==> config.mk <==
export PLATFORM = sky130hd
export DESIGN_NAME = tcb_arbiter_rr2
export DESIGN_NICKNAME = d
export VERILOG_FILES = /design/src/rtl/tcb_arbiter_rr2.sv
export SDC_FILE = /design/constraint.sdc
export NUM_CORES = 1
export LEC_CHECK = 0
export CAP_MARGIN = 5
export CORE_AREA = 5 5 119 121
export DETAILED_ROUTE_END_ITERATION = 16
export DIE_AREA = 0 0 124 126
export PLACE_DENSITY = 0.65
export SYNTH_ARGS = -nofsm -noshare
export SYNTH_HDL_FRONTEND = slang
export SYNTH_SLANG_ARGS = --single-unit
==> constraint.sdc <==
create_clock -name clk -period 1.7 [get_ports clk]
set_input_delay 0.34 -clock clk [delete_from_list [all_inputs] [get_ports clk]]
set_output_delay 0.34 -clock clk [all_outputs]
set_load 0.05 [all_outputs]
==> src/rtl/tcb_arbiter_rr2.sv <==
// tcb_arbiter_rr2: two-manager TCB arbiter, round-robin or fixed priority.
// Stalled grants stay locked; responses follow a DLY-deep grant-tag pipe.
module tcb_arbiter_rr2 #(
  parameter int unsigned ADR = 32,
  parameter int unsigned DAT = 32,
  parameter int unsigned DLY = 1,
  parameter bit          RR  = 1'b1
)(
  input  logic           clk,
  input  logic           rst,
  input  logic           m0_vld,
  input  logic           m0_wen,
  input  logic [ADR-1:0] m0_adr,
  input  logic [2:0]     m0_fn3,
  input  logic [DAT-1:0] m0_wdt,
  output logic [DAT-1:0] m0_rdt,
  output logic           m0_err,
  output logic           m0_rdy,
  input  logic           m1_vld,
  input  logic           m1_wen,
  input  logic [ADR-1:0] m1_adr,
  input  logic [2:0]     m1_fn3,
  input  logic [DAT-1:0] m1_wdt,
  output logic [DAT-1:0] m1_rdt,
  output logic           m1_err,
  output logic           m1_rdy,
  output logic           s_vld,
  output logic           s_wen,
  output logic [ADR-1:0] s_adr,
  output logic [2:0]     s_fn3,
  output logic [DAT-1:0] s_wdt,
  input  logic [DAT-1:0] s_rdt,
  input  logic           s_err,
  input  logic           s_rdy
);

  logic sel;
  logic xfer;
  logic lst_q, lst_d;
  logic lck_q, lck_d;
  logic lidx_q, lidx_d;
  logic rv, ri;

  always_comb begin
    sel = lst_q;
    unique case (1'b1)
      lck_q:                         sel = lidx_q;
      !lck_q && (m0_vld ^ m1_vld):   sel = m1_vld;
      !lck_q && m0_vld && m1_vld:    sel = RR ? ~lst_q : 1'b0;
      default:                       sel = lst_q;
    endcase
  end

  assign s_vld = ~rst & (sel ? m1_vld : m0_vld);
  assign s_wen = sel ? m1_wen : m0_wen;
  assign s_adr = sel ? m1_adr : m0_adr;
  assign s_fn3 = sel ? m1_fn3 : m0_fn3;
  assign s_wdt = sel ? m1_wdt : m0_wdt;

  assign m0_rdy = ~rst & ~sel & s_rdy;
  assign m1_rdy = ~rst &  sel & s_rdy;

  assign xfer = s_vld & s_rdy;

  // A stalled grant is held until it completes, never preempted.
  always_comb begin
    lst_d  = lst_q;
    lck_d  = lck_q;
    lidx_d = lidx_q;
    if (xfer) begin
      lst_d = sel;
      lck_d = 1'b0;
    end else if (s_vld) begin
      lck_d  = 1'b1;
      lidx_d = sel;
    end
  end

  always_ff @(posedge clk) begin
    if (rst) begin
      lst_q  <= 1'b1;
      lck_q  <= 1'b0;
      lidx_q <= 1'b0;
    end else begin
      lst_q  <= lst_d;
      lck_q  <= lck_d;
      lidx_q <= lidx_d;
    end
  end

  if (DLY == 0) begin : g_nodly
    assign rv = xfer;
    assign ri = sel;
  end else begin : g_dly
    logic [DLY-1:0] v_q;
    logic [DLY-1:0] i_q;

    always_ff @(posedge clk) begin
      if (rst) begin
        v_q <= '0;
        i_q <= '0;
      end else begin
        v_q[0] <= xfer;
        i_q[0] <= sel;
        for (int k = 1; k < DLY; k++) begin
          v_q[k] <= v_q[k-1];
          i_q[k] <= i_q[k-1];
        end
      end
    end

    assign rv = v_q[DLY-1];
    assign ri = i_q[DLY-1];
  end

  assign m0_rdt = (~rst & rv & ~ri) ? s_rdt : '0;
  assign m1_rdt = (~rst & rv &  ri) ? s_rdt : '0;
  assign m0_err = ~rst & rv & ~ri & s_err;
  assign m1_err = ~rst & rv &  ri & s_err;

endmodule

* Word-level counts from Yosys, hierarchy flattened
Index checks and enable logic that the tools add are counted.
Word-level totals: logic and storage cells 36, output and inout port bits 137, input port bits 174, register bits 5
Cells by class: mux-type cells 8, reduce and logical (&&, ||, !) cells 6, bitwise gates (word level) 17
Operators with widths (count):
- two-way mux 32 bit | 4
- bitwise AND 1 bit | 11
- inverter 1 bit | 5
- logical AND 1 bit | 3
- two-way mux 3 bit | 1
- one-hot mux 1 bit (3 select lines) | 1
- two-way mux 1 bit | 2
- AND reduction 2 bit | 1
- OR reduction 2 bit | 1
- logical NOT 1 bit | 1
- bitwise XOR 1 bit | 1

* Depth between registers and ports, before layout
depth after elaboration 9, mapped depth 6, depth with buffers taken out 3

* Least setup slack after synthesis
Ideal clock, no wire load.
path kind register to output, start register lst_q, end output port m0_rdy, data arrival time 2.162 ns, data required time 1.360 ns, stages on the path, launching flop included 6, setup slack -0.802 ns, path buffers 2, cells stage by stage dfxtp_1 or2_1 and3b_1 buf_6 clkbuf_1 nor3_1
Between the ends: cells in the longest elaborated chain, start to end 5
RTL lines:
- start, declared | RTL line 39 | logic lst_q, lst_d;
- start signal, assigned | RTL line 85 | lst_q <= lst_d;
- inverter 1 bit | RTL line 49 | !lck_q && m0_vld && m1_vld: sel = RR ? ~lst_q : 1'b0;
- one-hot mux 1 bit (3 select lines) (*) | RTL line 46 | unique case (1'b1)
- inverter 1 bit (*) | RTL line 60 | assign m0_rdy = ~rst & ~sel & s_rdy;
- bitwise AND 1 bit (*) (2 in a row) | RTL line 60
- end, declared | RTL line 18 | output logic m0_rdy,
Mark *: on every way between the ends. The rest lies on a longest branch, timed or not.

* Worst setup path in the final report
start register lst_q, end output port s_adr[14]
Between the ends: cells in the longest elaborated chain, start to end 3
RTL lines:
- inverter 1 bit | RTL line 49
- one-hot mux 1 bit (3 select lines) (*) | RTL line 46
- two-way mux 32 bit (*) | RTL line 56 | assign s_adr = sel ? m1_adr : m0_adr;
- end, declared | RTL line 29 | output logic [ADR-1:0] s_adr,
Marks and branches as above.

==> metrics.md <==
| Metric | Value |
|---|---|
| I/O pin cnt | just over 300 |
| Total number of vias | a little over 4000 |
| Actual slew at the worst max-slew pin | 0.397 ns |
| Multi-input logic area | 2610 sq um |
| Top FF cell, synth | dfxtp_1 |
| WP data arrival | 1.89 ns |
| DR pass1 iterations | 4 |
| Final Core Density | 0.638 |
| Final Cycle Share | 1.31 |
| Fin nets | 845 |
| Seq/Total Area, Yosys | 0.0378 |
| Final setup vio count | 71 |
| Syn. warnings | 0 |
| Die outline area | 15600 sq um |
| Core footprint | 13000 sq um |
| Dpl ws | -0.687 ns |
| CTS root buf | clkbuf_16 |
| Syn nets | around 510 |
| Mapped Area | 2650 sq um |
| First-pass GRT wire length | 23800 um |
| GR Util All Layers | 0.191 |
| Top post-synthesis cells by count | mux2i_1 (69), a221o_1 (68), nor2b_1 (68) |
| Failing checks | setup timing |
| Routed WL | about 17000 um |
| Crit. Startpoint | lst_q$_SDFFE_PP1P_ |
| Vias in the first global route | 4374 |
| Largest net degree at the start of global routing | 46 |
| Clk Latency, worst-skew pair | 0.23 ns |
| Post-DP HPWL | 12600 um |
| PortBufs | between 300 and 400 |
| Post-synth EDFFs | 0 |
| Fmax | around 0.45 GHz |
| Synth area leaders | mux2i_1 (26%), a221o_1 (26%), nor2b_1 (16%) |
| TritonCTS Sinks | 5 |
| Post-DRT Antenna Nets | 0 |
| Clock Tree Buf Depth | 2 |
| Die Ht | 126 um |
| Kind of critical path | flip-flop to output port |
| Starting DRT DRC Count | 138 |
| Synth top area share | 0.261 |
| # fillers | 1056 |
| Min-Delay Path Class | input pin to flip-flop |
| Slew Viols, Final | 0 |
| Synth Instances | 340 |
| CTS H-tree depth | 1 |
| Final GP Congestion | 0.832 |
| Min-Delay Startpoint | rst |
| CP Max Fanout | 16 |
| Startpoint types | flip-flop |
| R2R Path Start | lidx_q$_SDFFE_PP0P_ |
| Required @ worst endpoint | 1.36 ns |
| Run status | finished with violations |
| Die X | 124 um |
| Worst IR Drop VDD | 299 uV |
| CTS tree | done |
| Final Worst Setup Slack | -0.531 ns |
| CTS buffer count | 3 |
| Setup Skew | 0.000280 ns |
| FF+latch area | around 110 sq um |
| Avg Inst Size Synth | 7.79 sq um |
| Power Dens Cells | 508 nW/um^2 |
| Row count | 42 |
| Effective utilization at floorplan | 0.204 |
| Drt wl/cell | 20.2 um |
| Share of cells above drive strength 1 | 0.467 |
| Drt drc | 0 |
| Area growth, synth to finish | 212% |
| Fraction of registers with async set or reset after synthesis | 0 |
| Post-synth top area cell | mux2i_1 |
| Crit path capture type | output port |
| Count leader, synth | mux2i_1 |
| Total grt overflow | 0 |
| Maximum capacitance violations | 0 |
| Hold Fails Final Rpt | 0 |
| Synth unique cells | 23 |
| DR vias/cell | slightly below 5 |
| CTS clk-pin slew, worst paths | about 0.030 ns |
| Synth Register Bits | 5 |
| Period minus WS final | 2.23 ns |
| Worst slew margin | 0.735 |
| Leakage Power | 3.23 nW |
| Initial antenna violation count | 1 |
| Unrepaired setup endpoints after global routing | true |
## kinds of logic after synthesis
logic type / synth area share
buffers and inverters: 0.0661
flip-flops: 0.0378
AND/OR/NAND/NOR: 0.352
AO/OA/AOI/OAI: 0.284
multiplexers: 0.261
## where the power goes
part | total, mW | switching (mW) | internal, mW
clock network | 0.393 | 0.0818 | 0.311
logic | 3.67 | 1.73 | 1.94
registers | 0.138 | 0.0116 | 0.127
total | 4.20 | 1.83 | 2.37
## stage by stage
step	setup TNS (ns)	instances	area [sq um]	hold slack [ns]	power, mW
2_1_floorplan	-11.46	340	2820	0.409	1.74
3_3_place_gp	-57.84	816	7560	0.531	3.44
3_5_place_dp	-59.86	816	7560	0.545	3.49
4_1_cts	-36.32	834	8060	0.530	4.12
5_1_grt	-38.75	847	8280	0.525	4.35
6_report	-34.97	847	8280	0.502	4.20
## cell usage in the layout, fill, tap and decap left out, types with 2 or more instances in the layout
master / instances
and2_1: 32
buf_12: 143
dfxtp_4: 2
a211oi_1: 2
buf_6: 6
clkbuf_16: 9
a221o_2: 68
a21oi_1: 3
and2_2: 8
buf_16: 6
mux2i_1: 68
nor2b_1: 68
dfxtp_2: 3
clkdlybuf4s50_1: 170
and2_4: 27
buf_4: 21
buf_8: 8
nand2_2: 2
nor2_1: 3
## registers in the layout, indices dropped and copies added (netlist names)
register,flops
g_dly.v_q,1
g_dly.i_q,1
lst_q,1
lidx_q,1
lck_q,1
## final timing paths
| path | end | slack (ns) | cells after the start |
|---|---|---|---|
| max | s_adr[14] | -0.53 | 6 |
| min | lck_q$_SDFFE_PP0P_ | 0.50 | 3 |
| max reg2reg | g_dly.i_q$_SDFF_PP0_ | 0.53 | 5 |
| min reg2reg | g_dly.v_q$_SDFF_PP0_ | 0.52 | 1 |
## critical path: stages (launching register included)
cell     delay (ns)
dfxtp_2        0.30
or2_1          0.23
and3b_2        0.26
buf_6          0.16
buf_12         0.15
a221o_2        0.39
buf_12         0.16
## metal layers
layer  vias up  global-route usage  part of all wire
met5         -                   0                 0
li1       1960                   -                 -
met4         0              0.0490             0.019
met2       222               0.386              0.55
met3        24              0.0502             0.096
met1      1934               0.185              0.34
## timing repair
item / 4_1_cts / 5_1_grt
gates resized for setup: 59 / 20
pin swaps: 21 / 22
buffers inserted: 7 / 8
cloned: 8 / 8
hold buffers: 0 / 0
setup endpoints to repair: 137 / 137
## area by class of cell
class | count | share of cell area
multi-input cells | 298 | 0.316
diodes | 1 | 0.000302
well taps | 176 | 0.0266
clock buffers | 4 | 0.00953
flip-flops and latches | 5 | 0.0135
repair buffers | 363 | 0.634
(Power assumes the default switching activity.)
